**src/rtl/alu_arbiter.sv**
```systemverilog
// alu_arbiter: round-robin sharing of one external 64-bit ALU between two requesters
//   with a single registered result buffer
// Ports: clk, rst_n (async active-low); req0/req1 valid/ready/op/a/b request ports;
//   alu_rs1/alu_rs2/alu_control out to the ALU, alu_rd/alu_carry/alu_overflow back;
//   resp_valid/resp_ready handshake with resp_id/result/zero/carry/overflow/err.
// Optional: define ALU_ARB_PERF_EN to add perf_grant0/perf_grant1/perf_stall counters.
module alu_arbiter #(
   parameter int XLEN   = 64,
   parameter int OP_W   = 4,
   parameter int MAX_OP = 9
) (
   input  logic            clk,
   input  logic            rst_n,
   input  logic            req0_valid,
   output logic            req0_ready,
   input  logic [OP_W-1:0] req0_op,
   input  logic [XLEN-1:0] req0_a,
   input  logic [XLEN-1:0] req0_b,
   input  logic            req1_valid,
   output logic            req1_ready,
   input  logic [OP_W-1:0] req1_op,
   input  logic [XLEN-1:0] req1_a,
   input  logic [XLEN-1:0] req1_b,
   output logic [XLEN-1:0] alu_rs1,
   output logic [XLEN-1:0] alu_rs2,
   output logic [OP_W-1:0] alu_control,
   input  logic [XLEN-1:0] alu_rd,
   input  logic            alu_carry,
   input  logic            alu_overflow,
   output logic            resp_valid,
   input  logic            resp_ready,
   output logic            resp_id,
   output logic [XLEN-1:0] resp_result,
   output logic            resp_zero,
   output logic            resp_carry,
   output logic            resp_overflow,
   output logic            resp_err
`ifdef ALU_ARB_PERF_EN
   ,
   output logic [31:0]     perf_grant0,
   output logic [31:0]     perf_grant1,
   output logic [31:0]     perf_stall
`endif
);
   typedef enum logic {EMPTY, FULL} state_t;
   state_t state, state_nx;
   logic last_grant, can_issue, g0, g1, hs, err, arith;
   always_comb begin
      // rst_n gates issue so no port sees ready while reset is held
      can_issue   = rst_n & (state == EMPTY | resp_ready);
      g0          = can_issue & req0_valid & (!req1_valid | last_grant);
      g1          = can_issue & req1_valid & (!req0_valid | !last_grant);
      hs          = g0 | g1;
      req0_ready  = g0;
      req1_ready  = g1;
      alu_rs1     = g0 ? req0_a : g1 ? req1_a : '0;
      alu_rs2     = g0 ? req0_b : g1 ? req1_b : '0;
      alu_control = g0 ? req0_op : g1 ? req1_op : '0;
      err         = alu_control > OP_W'(MAX_OP);
      // the ALU only refreshes its flags for ADD and SUB
      arith       = alu_control == OP_W'(2) | alu_control == OP_W'(6);
      state_nx    = (hs | (state == FULL & !resp_ready)) ? FULL : EMPTY;
   end
   assign resp_valid = state == FULL;
   always_ff @(posedge clk or negedge rst_n) begin
      if (!rst_n) begin
         state         <= EMPTY;
         last_grant    <= 1'b1;
         resp_id       <= 1'b0;
         resp_result   <= '0;
         resp_zero     <= 1'b0;
         resp_carry    <= 1'b0;
         resp_overflow <= 1'b0;
         resp_err      <= 1'b0;
      end else begin
         state <= state_nx;
         if (hs) begin
            last_grant    <= g1;
            resp_id       <= g1;
            resp_result   <= err ? '0 : alu_rd;
            resp_zero     <= err | (alu_rd == '0);
            resp_carry    <= arith & alu_carry;
            resp_overflow <= arith & alu_overflow;
            resp_err      <= err;
         end
      end
   end
`ifdef ALU_ARB_PERF_EN
   always_ff @(posedge clk or negedge rst_n) begin
      if (!rst_n) begin
         perf_grant0 <= '0;
         perf_grant1 <= '0;
         perf_stall  <= '0;
      end else begin
         if (g0 && perf_grant0 != '1) perf_grant0 <= perf_grant0 + 32'd1;
         if (g1 && perf_grant1 != '1) perf_grant1 <= perf_grant1 + 32'd1;
         if (resp_valid && !resp_ready && perf_stall != '1) perf_stall <= perf_stall + 32'd1;
      end
   end
`endif
endmodule

```
**config.mk**
```make
export PLATFORM = sky130hd
export DESIGN_NAME = alu_arbiter
export DESIGN_NICKNAME = d
export VERILOG_FILES = /design/src/rtl/alu_arbiter.sv
export SDC_FILE = /design/constraint.sdc
export NUM_CORES = 1
export LEC_CHECK = 0
export CAP_MARGIN = 20
export CORE_AREA = 2 2 209 211
export CTS_CLUSTER_DIAMETER = 50
export CTS_CLUSTER_SIZE = 24
export DETAILED_ROUTE_END_ITERATION = 8
export DIE_AREA = 0 0 211 213
export MAX_ROUTING_LAYER = met4
export PLACE_DENSITY_LB_ADDON = 0.2
export SYNTH_ARGS = -nofsm -noshare
export SYNTH_HDL_FRONTEND = slang
export SYNTH_SLANG_ARGS = --single-unit
export TNS_END_PERCENT = 10
```
**constraint.sdc**
```tcl
create_clock -name clk -period 2.1 [get_ports clk]
set_input_delay 0.21 -clock clk [delete_from_list [all_inputs] [get_ports clk]]
set_output_delay 0.21 -clock clk [all_outputs]
set_load 0.01 [all_outputs]
```
==> results.md, run 1 <==
- The initial utilization of the core area, before any placement, comes to approximately 11%.
- The final non-filler cell total is 1,652.
- The maximum level of the CTS H-tree is 3.
- The power per cell area is roughly 550 nW/µm².
- The type of destination of the critical path is an output port.
- The synthesized netlist devotes 0% of its cell area to adder and majority cells.
- In this run the critical register-to-register path is captured at resp_result[28].
- The smallest setup slack after layout is -0.245 ns.
- The synthesized-area fraction occupied by xor and xnor cells is 0%.
- The overall routed net length is 38.9 mm.
- The time the final worst path needs with I/O delays and setup is ~2.3 ns.
- The kind of launch point of the worst setup path is a register.
- The worst path uses 112% of the clock period.
- At the end of routability-driven placement, the weighted congestion stood at roughly 0.76.
- For the pin with the worst max-slew slack, the measured transition is 0.756 ns.
- The Yosys step of the flow raised 0 warnings.
- The via density per instance is 4.10.
- Counting every sink on the clock net gives 71.
- The clock latency of the later-clocked register in the worst-skew pair is ~0.35 ns.
- The placed instance count is around 1,600.
- In this run, synthesis produced a sequential element count of 71.
- The number of buffers created by CTS is 9.
- In the layout the commonest cells are sky130_fd_sc_hd__clkdlybuf4s50_1 (403), sky130_fd_sc_hd__nand2_1 (134), sky130_fd_sc_hd__a22o_1 (125), sky130_fd_sc_hd__buf_2 (88), sky130_fd_sc_hd__dfrtp_1 (70).
- For the final database, setup skew stands at ~0.012 ns.
- The number of global-route vias before repair is 6,859.
- The floorplan die width is roughly 210 µm.
- The net count after synthesis is 840.
- At the end of the flow, the number of nets in the layout was roughly 1,400.
- Setup repair after global routing could not meet its margin everywhere.
- Of all nets on the critical path, the largest fanout is 6.
- After synthesis, the largest family of logic cells by area is compound AO/OA/AOI/OAI gates.
- The number of failing hold endpoints at the final stage came to 0.
- The analysis attributes to cell leakage a power of roughly 5.0 nW.
- In this run the worst hold path is classified as input port to async pin.
- The tool flagged a number of max-cap violations equal to 0.
- The synthesized netlist contains 35 unique library cells.
- Overall power consumption after layout is estimated at between 6 and 7 mW.
- The initial antenna violation count is 19.
- The category of the most critical setup path is register to output port.
- The worst-case register-to-register setup slack is about 0.15 ns.
- The final reports fail on negative setup slack.
- The flow ran to the end, but the final reports show violations.
- Counting cells, the worst reg-to-reg path comes to 6.
- Summing the areas of all and, or, nand and nor instances in the mapped netlist gives 14.8% of the synthesized area.
- The share of cells above drive strength 1 is 27.5%.
- The standard-cell row count is 76.
- In this run the critical register-to-register path is launched from last_grant.
- Leaving out fill and tap cells, the most frequent cell in the layout is sky130_fd_sc_hd__clkdlybuf4s50_1.
- The highest attainable clock frequency is approximately 430 MHz.
- The area of the placeable core is 42,700 µm².
- The first global-routing pass estimated between 50 and 60 mm of wire.
- The clock input transition at the sequential cells of the worst setup and hold paths is about 0.07 ns.
- Headroom to the max-slew limit came out at 49.6%.
- The data arrival time of the worst path is between 2 and 2.5 ns.
- The count of nets left with antenna violations once routing finished came out at 0.
- Summed over all layers, the global routing overflow is 0.
- The number of top-level pins is between 500 and 600.
- The cell area that synthesis handed to floorplanning was 4850 µm².
- A synthesized cell averages approximately 9.6 µm².
- The fraction of synthesized area in multiplexers is 0%.
- The vertical extent of the die is 213 µm.
- VDD sags by at most between 0.3 and 0.4 mV.
- The overall track demand over capacity in global routing is roughly 17%.
- The detailed router placed ~6,800 vias in this run.
- The synthesized netlist devotes about two fifths of its cell area to compound gates.
- The final setup violation count is 125.
- The remaining design rule violation count is 0.
- For the final routed database, the setup TNS stands at -14.07 ns.
- The wire-length estimate of the detail-placed layout is between 30 and 40 mm.
- Sequential cells were found to cover around 37% of the synthesized design area.
- The area added between synthesis and finish is 141%.
- In the synthesized netlist, the number of instances is roughly 510.
- The pre-CTS setup slack is -0.565 ns.
- The first detailed-routing pass ran for 4 iterations.
- The full die area is approximately 45,000 µm².
- STA puts the critical path data required time at roughly 1.9 ns.
- The final count of pins violating max slew is 0.
- The cell sitting at the root of the clock tree is a sky130_fd_sc_hd__clkbuf_16.
- TritonCTS built the clock tree.
- Entering global routing, the biggest net connects 66 pins.
- The count of input and output buffers is between 500 and 600.
- After the first detailed-routing iteration, the DRC count stood at 363.
- No sink is reached through more buffers than the 2 on the longest clock path.
- After detailed routing, the average wire length per cell comes to roughly 24 µm.
==> registers in the layout, indices dropped and copies added (netlist names) <==
| name | cells |
|---|---|
| resp_err | 1 |
| resp_overflow | 1 |
| resp_carry | 1 |
| resp_result | 64 |
| resp_valid | 1 |
| resp_id | 1 |
| resp_zero | 1 |
| last_grant | 1 |
==> final cells by class <==
type | count | area, µm²
diodes | 16 | 40.0
inverters | 5 | 35.0
clock buffers | 11 | 233
repair buffers | 624 | 6100
fillers | 4581 | 31000
clock inverters | 5 | 61.3
repair inverters | 1 | 16.3
well taps | 546 | 683
multi-input cells | 373 | 2770
flip-flops and latches | 71 | 1780
==> layer usage <==
layer	track usage (%)	part of all wire (%)	vias to the layer above
li1	-	-	3130
met1	20.2	43	3278
met2	26.2	47	337
met3	5.34	7.5	30
met4	4.61	1.9	0
met5	-	0	-
==> synth_stat cells <==
master	n	area, µm²
sky130_fd_sc_hd__buf_2	14	70.1
sky130_fd_sc_hd__a22oi_1	1	7.51
sky130_fd_sc_hd__a31oi_1	1	6.26
sky130_fd_sc_hd__nand4_1	4	25.0
sky130_fd_sc_hd__o211ai_1	1	7.51
sky130_fd_sc_hd__buf_1	5	18.8
sky130_fd_sc_hd__nand2b_4	1	13.8
sky130_fd_sc_hd__nand2_1	134	503
sky130_fd_sc_hd__dfstp_2	1	26.3
sky130_fd_sc_hd__dfrtp_1	70	1750
sky130_fd_sc_hd__o211a_1	1	10.0
sky130_fd_sc_hd__o311a_1	1	10.0
sky130_fd_sc_hd__buf_6	7	78.8
sky130_fd_sc_hd__o22ai_1	1	6.26
sky130_fd_sc_hd__a21boi_1	1	7.51
sky130_fd_sc_hd__a21o_1	1	7.51
sky130_fd_sc_hd__nor2_1	4	15.0
sky130_fd_sc_hd__nand4b_1	1	8.76
sky130_fd_sc_hd__buf_4	6	45.0
sky130_fd_sc_hd__or4_1	1	7.51
sky130_fd_sc_hd__inv_2	2	7.51
sky130_fd_sc_hd__o31ai_1	16	120
sky130_fd_sc_hd__inv_1	3	11.3
sky130_fd_sc_hd__and2b_4	1	10.0
sky130_fd_sc_hd__a22o_1	131	1150
sky130_fd_sc_hd__and2_1	1	6.26
sky130_fd_sc_hd__buf_8	5	75.1
sky130_fd_sc_hd__clkbuf_1	19	71.3
sky130_fd_sc_hd__a211o_1	1	8.76
sky130_fd_sc_hd__nand3_1	1	5.00
sky130_fd_sc_hd__nor4b_4	1	23.8
sky130_fd_sc_hd__o311ai_0	1	8.76
sky130_fd_sc_hd__o31ai_2	50	626
sky130_fd_sc_hd__nor4_1	16	100
sky130_fd_sc_hd__a21oi_1	1	5.00
==> per-stage QoR <==
stage,util [%],instance area [µm²],hold slack (ns)
2_1_floorplan,-,4850,-0.0856
3_5_place_dp,26.4,11300,0.266
5_1_grt,27.4,11700,0.259
4_1_cts,27.1,11600,0.214
6_report,27.4,11700,0.187
3_3_place_gp,26.4,11300,0.260
==> report_power, final <==
| part | switching [mW] | internal, mW |
|---|---|---|
| Clock | 0.670 | 0.925 |
| Combinational | 1.29 | 1.79 |
| Sequential | 0.138 | 1.61 |
==> worst max-delay path: stages, from the launching register on <==
cell	delay, ns
sky130_fd_sc_hd__dfstp_2	0.53
sky130_fd_sc_hd__and2b_4	0.18
sky130_fd_sc_hd__nand4b_1	0.20
sky130_fd_sc_hd__bufinv_8	0.27
sky130_fd_sc_hd__buf_12	0.14
sky130_fd_sc_hd__buf_16	0.13
sky130_fd_sc_hd__a22o_1	0.18
sky130_fd_sc_hd__buf_6	0.14
==> cell families (layout without fill, tap and decap cells) <==
kind of cell / count (synthesis) / in the layout
AOI/OAI and AO/OA: 208 / 208
buffers and inverters: 61 / 646
DFF: 71 / 71
other: 0 / 16
and+or+nand+nor: 165 / 165
==> what timing repair did <==
| item | 4_1_cts | 5_1_grt |
|---|---|---|
| setup buffers | 12 | 0 |
| gates cloned | 8 | 1 |
| gates resized for setup | 602 | 14 |
| endpoints found under the hold margin | 20 | 0 |
| hold buffers | 1 | 0 |
| endpoints found under the setup margin | 134 | 134 |
| pin swaps | 104 | 17 |
==> worst max path at each step <==
stage / startpoint / endpoint / slack [ns] / cells after the start
after floorplan: last_grant / alu_rs2[10] / 0.31 / 6
after CTS: last_grant / alu_rs1[29] / -0.31 / 7
after global placement: req1_valid / alu_rs1[29] / -0.56 / 7
after global routing: last_grant / alu_rs1[0] / -0.32 / 7
final: last_grant / alu_rs1[0] / -0.25 / 7
after detailed placement: req1_valid / alu_rs1[29] / -0.56 / 7
No activity file was read; power rests on OpenSTA's default activity.
==> run 2, diff against run 1 <==
CORE_AREA = 2 2 210 212   (was 2 2 209 211)
CTS_CLUSTER_DIAMETER = 200   (was 50)
DIE_AREA = 0 0 212 214   (was 0 0 211 213)
clock period = 2.74 ns   (was 2.1 ns; I/O delays follow)
==> results.md, run 2 (same netlist as run 1, synthesis figures left out) <==
- The run finished, with violations left.
- The checks that failed: negative setup slack.
- The overall track demand over capacity in global routing is roughly 17%.
- The post-route netlist has about an eighth of its cells at a drive strength greater than 1.
- The H-tree generated during clock tree synthesis spans 3 levels.
- The average wire per cell in the routed design is between 20 and 25 µm.
- The clock input transition at the sequential cells of the worst setup and hold paths is 0.07 ns.
- The via density per instance is 3.98.
- In this run the power density over the cells is roughly 410 nW/µm².
- The initial utilization of the core area, before any placement, comes to 11.3%.
- Summed over all nets, the switching power comes to 1.58 mW.
- For the worst flop-to-flop path, the logic depth is 7.
- The multi-input logic area is around 2700 µm².
- Tracing the worst setup path back leads to its startpoint at last_grant.
- Dividing the final minimum period by the clock period gives 102%.
- The largest fanout on the critical path is 13.
- Entering global routing, the biggest net connects 67 pins.
- The top cell types in the final layout, fill and taps aside, are sky130_fd_sc_hd__clkdlybuf4s50_1 (408), sky130_fd_sc_hd__nand2_1 (134), sky130_fd_sc_hd__a22o_1 (130), sky130_fd_sc_hd__dlygate4sd2_1 (74), sky130_fd_sc_hd__dfrtp_1 (70).
- More flip-flops sit in one register than any other, and that register is resp_result.
- The endpoint of the lowest-slack register-to-register path is resp_result[63].
- Across all setup checks in the final design, the least slack found is -0.0449 ns.
- The worst-case register-to-register setup slack is about 0.76 ns.
- After layout, the design draws a total of approximately 4.7 mW.
- The kind of cell adding the most delay to the critical path is buffers and inverters.
- In this run the static leakage power is approximately 5.2 nW.
- Setup repair after global routing could not meet its margin everywhere.
- For the worst-skew pair, the clock arrives at the later sink with an insertion delay of between 0.3 and 0.4 ns.
- Timing analysis after detailed placement gives a worst setup slack of -0.0339 ns.
- The cell chosen for the clock root is sky130_fd_sc_hd__clkbuf_16.
- The final hold slack is around 0.038 ns.
- The placer's final routability congestion estimate is roughly 0.97.
- Wires add up to between 30 and 40 mm.
- The die covers around 45,000 µm².
- The count of clock tree sinks is 71.
- The number of detailed-route iterations in the first pass is 4.
- For this run, the top clock speed supported by timing is 359 MHz.
- The floorplan has 76 rows.
- The total overflow left after global routing is 0.
- STA classifies the critical path startpoint as a register.
- Net switching is approximately 34% of the power.
- The transition at the pin with the smallest max-transition slack is around 0.64 ns.
- Clock tree synthesis inserted a total of 9 buffers.
- The min-delay analysis places its worst path in the category input port to async pin.
- The final count of pins violating max slew is 0.
- The count of input and output buffers is approximately 540.
- At the end of the flow, the number of nets in the layout was approximately 1,400.
- The number of global-route vias before repair is roughly 6,700.
- The worst path required time is around 2.5 ns.
- The cell internal power dissipation is slightly above 3 mW.
- The first global-routing pass estimated between 50 and 60 mm of wire.
- Setup violations remaining at the end of the flow were counted as 4.
- The critical path contains buffers and inverters numbering 4 combined.
- The area added between synthesis and finish is 134%.
- The worst pin sits at a relative slew slack of between 50% and 60%.
- The tool flagged a number of max-cap violations equal to 0.
- The remaining design rule violation count is 0.
- Summed over all failing endpoints, the final setup total negative slack is -0.150 ns.
- Registers are responsible for between 20% and 30% of the overall power.
- The initial antenna violation count is 15.
- Among all stages on the critical path, the largest delay is contributed by sky130_fd_sc_hd__dfstp_2.
- The floorplan die width is 212 µm.
- The area of the placeable core is between 40,000 and 50,000 µm².
- In this run the critical register-to-register path is launched from last_grant.
- The largest buffer count on any clock path is 2.
- Walking the worst path, the cells encountered are and2b_4 -> nand4b_1 -> buf_4 -> clkinvlp_4 -> buf_6 -> a22o_1 -> clkdlybuf4s50_1.
- The register with the most flip-flops in the layout has 64 of them.
- TritonCTS built the clock tree.
- The number of fill cells in the layout is ~4,600.
- The number of nets with antenna violations after routing is 0.
- Across the routed clock network, the largest skew measured is just over 0.01 ns.
- Pin placement for this block handled about 540 I/O pins.
- The data arrival time of the worst path is around 2.5 ns.
- The area taken by flip-flops and latches is roughly 1800 µm².
- The vertical extent of the die is 214 µm.
- Across all layers, the routed design uses around 6,500 vias.
- The type of destination of the critical path is an output port.
- The category of the most critical setup path is register to output port.
- The portion of total power attributed to the clock network is 24.4%.
- In this design, the stage delay of the slowest critical-path cell is 0.55 ns.
- The detailed router finished its first iteration with 321 violations.
- Summed over all nets, the half-perimeter wirelength after detailed placement is 32.6 mm.
- The share of total power dissipated in combinational logic is 46.9%.
- The worst voltage drop across the vdd grid is 0.329 mV.
- The time the final worst path needs with I/O delays and setup is roughly 2.8 ns.
- The number of failing hold endpoints at the final stage is 0.
- Leaving out fill and tap cells, the most frequent cell in the layout is sky130_fd_sc_hd__clkdlybuf4s50_1.
==> run 2: worst reg2reg max path, stage by stage, from the launching register on <==
cell	delay, ns
sky130_fd_sc_hd__dfstp_2	0.38
sky130_fd_sc_hd__a21boi_1	0.17
sky130_fd_sc_hd__nand3_1	0.18
sky130_fd_sc_hd__inv_4	0.18
sky130_fd_sc_hd__buf_12	0.21
sky130_fd_sc_hd__o311a_4	0.37
sky130_fd_sc_hd__buf_12	0.24
sky130_fd_sc_hd__o31ai_1	0.12
==> run 2: area by class of cell <==
| type | instances | area share, % |
|---|---|---|
| multi-input combinational | 373 | 24.0 |
| inverter | 5 | 0.232 |
| clock buffer | 9 | 1.98 |
| timing repair inverter | 1 | 0.0662 |
| timing repair buffer | 578 | 50.9 |
| clock inverter | 7 | 0.474 |
| tap | 585 | 6.45 |
| antenna | 12 | 0.265 |
| sequential | 71 | 15.7 |
==> run 2: worst max path at each step <==
stage	cells past startpoint	slack, ns	end
after detailed placement	7	-0.03	alu_rs1[9]
after global placement	7	-0.05	alu_rs1[9]
after floorplan	6	0.89	alu_rs2[10]
final	7	-0.04	alu_rs2[41]
after global routing	7	-0.14	alu_rs2[41]
after CTS	7	-0.1	alu_rs2[0]
==> run 2: what timing repair did <==
action                                  4_1_cts  5_1_grt
gates cloned                                  1        0
endpoints found under the setup margin      125       37
hold buffers                                  1        0
endpoints found under the hold margin         2        0
buffers inserted                              4        2
gates resized for setup                     104       69
==> run 2: layer usage <==
| layer | global-route usage (%) | share of wire, % | vias to the layer above |
|---|---|---|---|
| met5 | - | 0 | - |
| met4 | 4.32 | 2.2 | 0 |
| met3 | 4.87 | 7.5 | 35 |
| met2 | 27.9 | 48 | 306 |
| met1 | 20.0 | 42 | 3177 |
| li1 | - | - | 3020 |
==> run 2: metrics by stage <==
stage	util, %	cells	instance area, µm²
after global routing	26.5	1641	11300
after global placement	25.7	1605	11000
after floorplan	-	505	4850
after CTS	26.2	1627	11300
final	26.5	1641	11300
after detailed placement	25.7	1605	11000
==> run 2: power by group through the flow <==
| stage | Sequential (mW) | Combinational [mW] | Clock (mW) |
|---|---|---|---|
| floorplan | 1.44 | 0.680 | 0 |
| global placement | 1.36 | 2.30 | 0 |
| detailed placement | 1.36 | 2.29 | 0 |
| CTS | 1.35 | 2.23 | 1.19 |
| global route | 1.37 | 2.33 | 1.23 |
| finish | 1.34 | 2.20 | 1.14 |
==> run 3, diff against run 2 <==
MAX_ROUTING_LAYER = unset   (was met4)
==> results.md, run 3 (same netlist as run 1, synthesis figures left out) <==
- The worst setup path is captured at an output port.
- Of the total power, the share spent switching nets is roughly a third.
- The average wire per cell in the routed design is 24.2 µm.
- The clock period could shrink to between 2 and 3 ns.
- The number of failing hold endpoints at the final stage was 0.
- The placer's final routability congestion estimate is approximately 0.95.
- The count of routing violations after the opening detailed-route iteration is 370.
- In the final layout, the share of cells above drive strength 1 is 10.9%.
- The number of buffers created by CTS is 9.
- The register with the most flip-flops in the layout has between 60 and 70 of them.
- The clock tree from TritonCTS is done.
- The number of global-route vias before repair is 6,583.
- The delay contributed by the slowest stage of the critical path is between 0.5 and 0.6 ns.
- The number of detailed-route iterations in the first pass is 4.
- The starting utilization of the core area is roughly 11%.
- For the worst setup path, the data required time is 2.47 ns.
- The clock latency of the later-clocked register in the worst-skew pair is between 0.3 and 0.4 ns.
- The overall track demand over capacity in global routing is about 16%.
- The top cell types in the final layout, fill and taps aside, are sky130_fd_sc_hd__clkdlybuf4s50_1 (413), sky130_fd_sc_hd__nand2_1 (134), sky130_fd_sc_hd__a22o_1 (129), sky130_fd_sc_hd__dlygate4sd2_1 (73), sky130_fd_sc_hd__dfrtp_1 (70).
- Measured along the x axis, the die boundary spans around 210 µm.
- The detailed-route via count is roughly 6,500.
- The layout has ~4,600 filler cells.
- Total power for the finished layout comes to about 5 mW.
- The number of buffers and inverters on the critical path is 3.
- The final worst-path cycle share is ~99%.
- Global routing finished with a remaining overflow of 0.
- The number of top-level pins is roughly 540.
- The signal on the critical path passes through and2b_4 -> nand4b_1 -> bufinv_8 -> buf_6 -> a22o_1 -> clkdlybuf4s50_1.
- The cell internal power dissipation is ~3.3 mW.
- The clock tree synthesis step divided the H-tree into 3 levels.
- Summing all flip-flop and latch instances after layout gives between 1500 and 2000 µm².
- Broken down by cell family, the worst path's largest delay share belongs to buffers and inverters.
- The setup path with the least slack is of type register to output port.
- The tree is rooted in a sky130_fd_sc_hd__clkbuf_16.
- The area added between synthesis and finish is 137%.
- The flow ran to the end, and the final reports show no timing, DRC or antenna violations.
- The power per cell area is roughly 430 nW/µm².
- The area of the placeable core is ~43,000 µm².
- Summing all multi-input logic gate instances after layout gives between 2000 and 3000 µm².
- Entering global routing, the biggest net connects 66 pins.
- The net load switching power is 1.57 mW.
- Wires add up to between 30 and 40 mm.
- In the routed design, unresolved DRC markers number 0.
- Along the worst path, the maximum fanout reaches 11.
- The highest attainable clock frequency is 370 MHz.
- Setup repair after global routing could not meet its margin everywhere.
- The class of the most critical hold timing path is input port to async pin.
- The transition at the pin with the smallest max-transition slack is between 0.5 and 0.6 ns.
- At the worst endpoint, the arrival time is between 2 and 2.5 ns.
- resp_result holds more flip-flops than any other register.
- The final setup violation count is 0.
- The first global-routing pass estimated 52.4 mm of wire.
- In the routed layout, each cell is associated on average with a via count of approximately 4.0.
- The largest buffer count on any clock path is 2.
- The clock input transition at the sequential cells of the worst setup and hold paths is around 0.06 ns.
- The remaining max-slew budget at the tightest pin is between 60 and 70%.
- The clock network burns about 27% of the power.
- The combinational power share is about 45%.
- The vertical extent of the die is 214 µm.
- The count of clock tree sinks is roughly 70.
- The number of maximum-capacitance constraint violations is 0.
- For the final database, setup skew stands at around 0.01 ns.
- The cell with the largest stage delay on the worst path is sky130_fd_sc_hd__dfstp_2.
- The worst-case IR drop observed on VDD is between 0.2 and 0.3 mV.
- The leading cell type in the layout, fill and taps excluded is sky130_fd_sc_hd__clkdlybuf4s50_1.
- Buffers placed on the I/O ports in this run total around 540.
- The initial antenna violation count is 10.
- The layout net count is 1,369.
- The final count of pins violating max slew is 0.
- The reported leakage power is between 5 and 6 nW.
- The kind of launch point of the worst setup path is a register.
- The detail route stage leaves a number of antenna-violating nets equal to 0.
- The proportion of power drawn by flip-flops and latches is roughly 27%.
- For the final routed database, the setup TNS stands at 0 ns.
- The standard-cell row count is 76.
- The die covers 45,400 µm².
- The post-DP HPWL is around 32 mm.
[run 3: final timing paths]
check,to,from,cells past startpoint,slack (ns)
max in group asynchronous,resp_result[1],rst_n,3,1.82
worst max-delay path,alu_rs2[11],last_grant,6,0.04
min in group clk,last_grant,rst_n,3,0.34
worst max register to register,resp_result[21],resp_valid,7,0.72
worst min-delay path,resp_result[44],rst_n,2,0.04
worst min register to register,last_grant,last_grant,2,0.47
[run 3: worst register-to-register path, stage by stage, from the launching register on]
cell and delay, ns:
sky130_fd_sc_hd__dfrtp_1 0.41, sky130_fd_sc_hd__nand2b_4 0.12, sky130_fd_sc_hd__nand3_1 0.18, sky130_fd_sc_hd__inv_4 0.18
sky130_fd_sc_hd__buf_12 0.21, sky130_fd_sc_hd__o311a_4 0.46, sky130_fd_sc_hd__buf_12 0.24, sky130_fd_sc_hd__o31ai_1 0.10
[run 3: power groups by stage]
stage               Combinational, mW  Clock [mW]  Sequential [mW]
finish                           2.22        1.34             1.34
global route                     2.35        1.42             1.37
CTS                              2.25        1.37             1.35
detailed placement               2.29           0             1.36
global placement                 2.30           0             1.36
floorplan                       0.680           0             1.44
[run 3: final cells by class]
type                       count  share of cell area (%)
timing repair buffer         573                    51.1
multi-input combinational    373                    23.7
sequential                    71                    15.4
tap                          585                    6.36
clock buffer                  10                    2.08
clock inverter                 6                   0.804
inverter                       5                   0.304
antenna                        5                   0.109
timing repair inverter         1                  0.0761
[run 3: stage by stage]
step,worst slack [ns],cells,hold slack (ns),cell area [µm²],util [%]
floorplan,0.886,505,-0.0216,4850,-
global placement,-0.0917,1602,0.139,11000,25.7
detailed placement,-0.0865,1602,0.137,11000,25.7
CTS,-0.00200,1621,0.0606,11300,26.4
global route,-0.0739,1625,0.0846,11500,26.8
finish,0.0402,1629,0.0399,11500,26.8
[run 3: per-layer routing]
metal | vias to the layer above | global-route usage [%] | share of wire (%)
li1 | 2992 | - | -
met1 | 3144 | 20.0 | 41
met2 | 297 | 28.1 | 49
met3 | 37 | 4.40 | 7.5
met4 | 10 | 4.46 | 2.2
met5 | - | 0 | 0.17
[run 3: timing repair]
item / 4_1_cts / 5_1_grt
gates resized for setup: 79 / 52
buffers inserted: 1 / 1
gates cloned: 1 / 2
hold buffers: 1 / 0
setup endpoints to repair: 128 / 59
endpoints found under the hold margin: 6 / 0
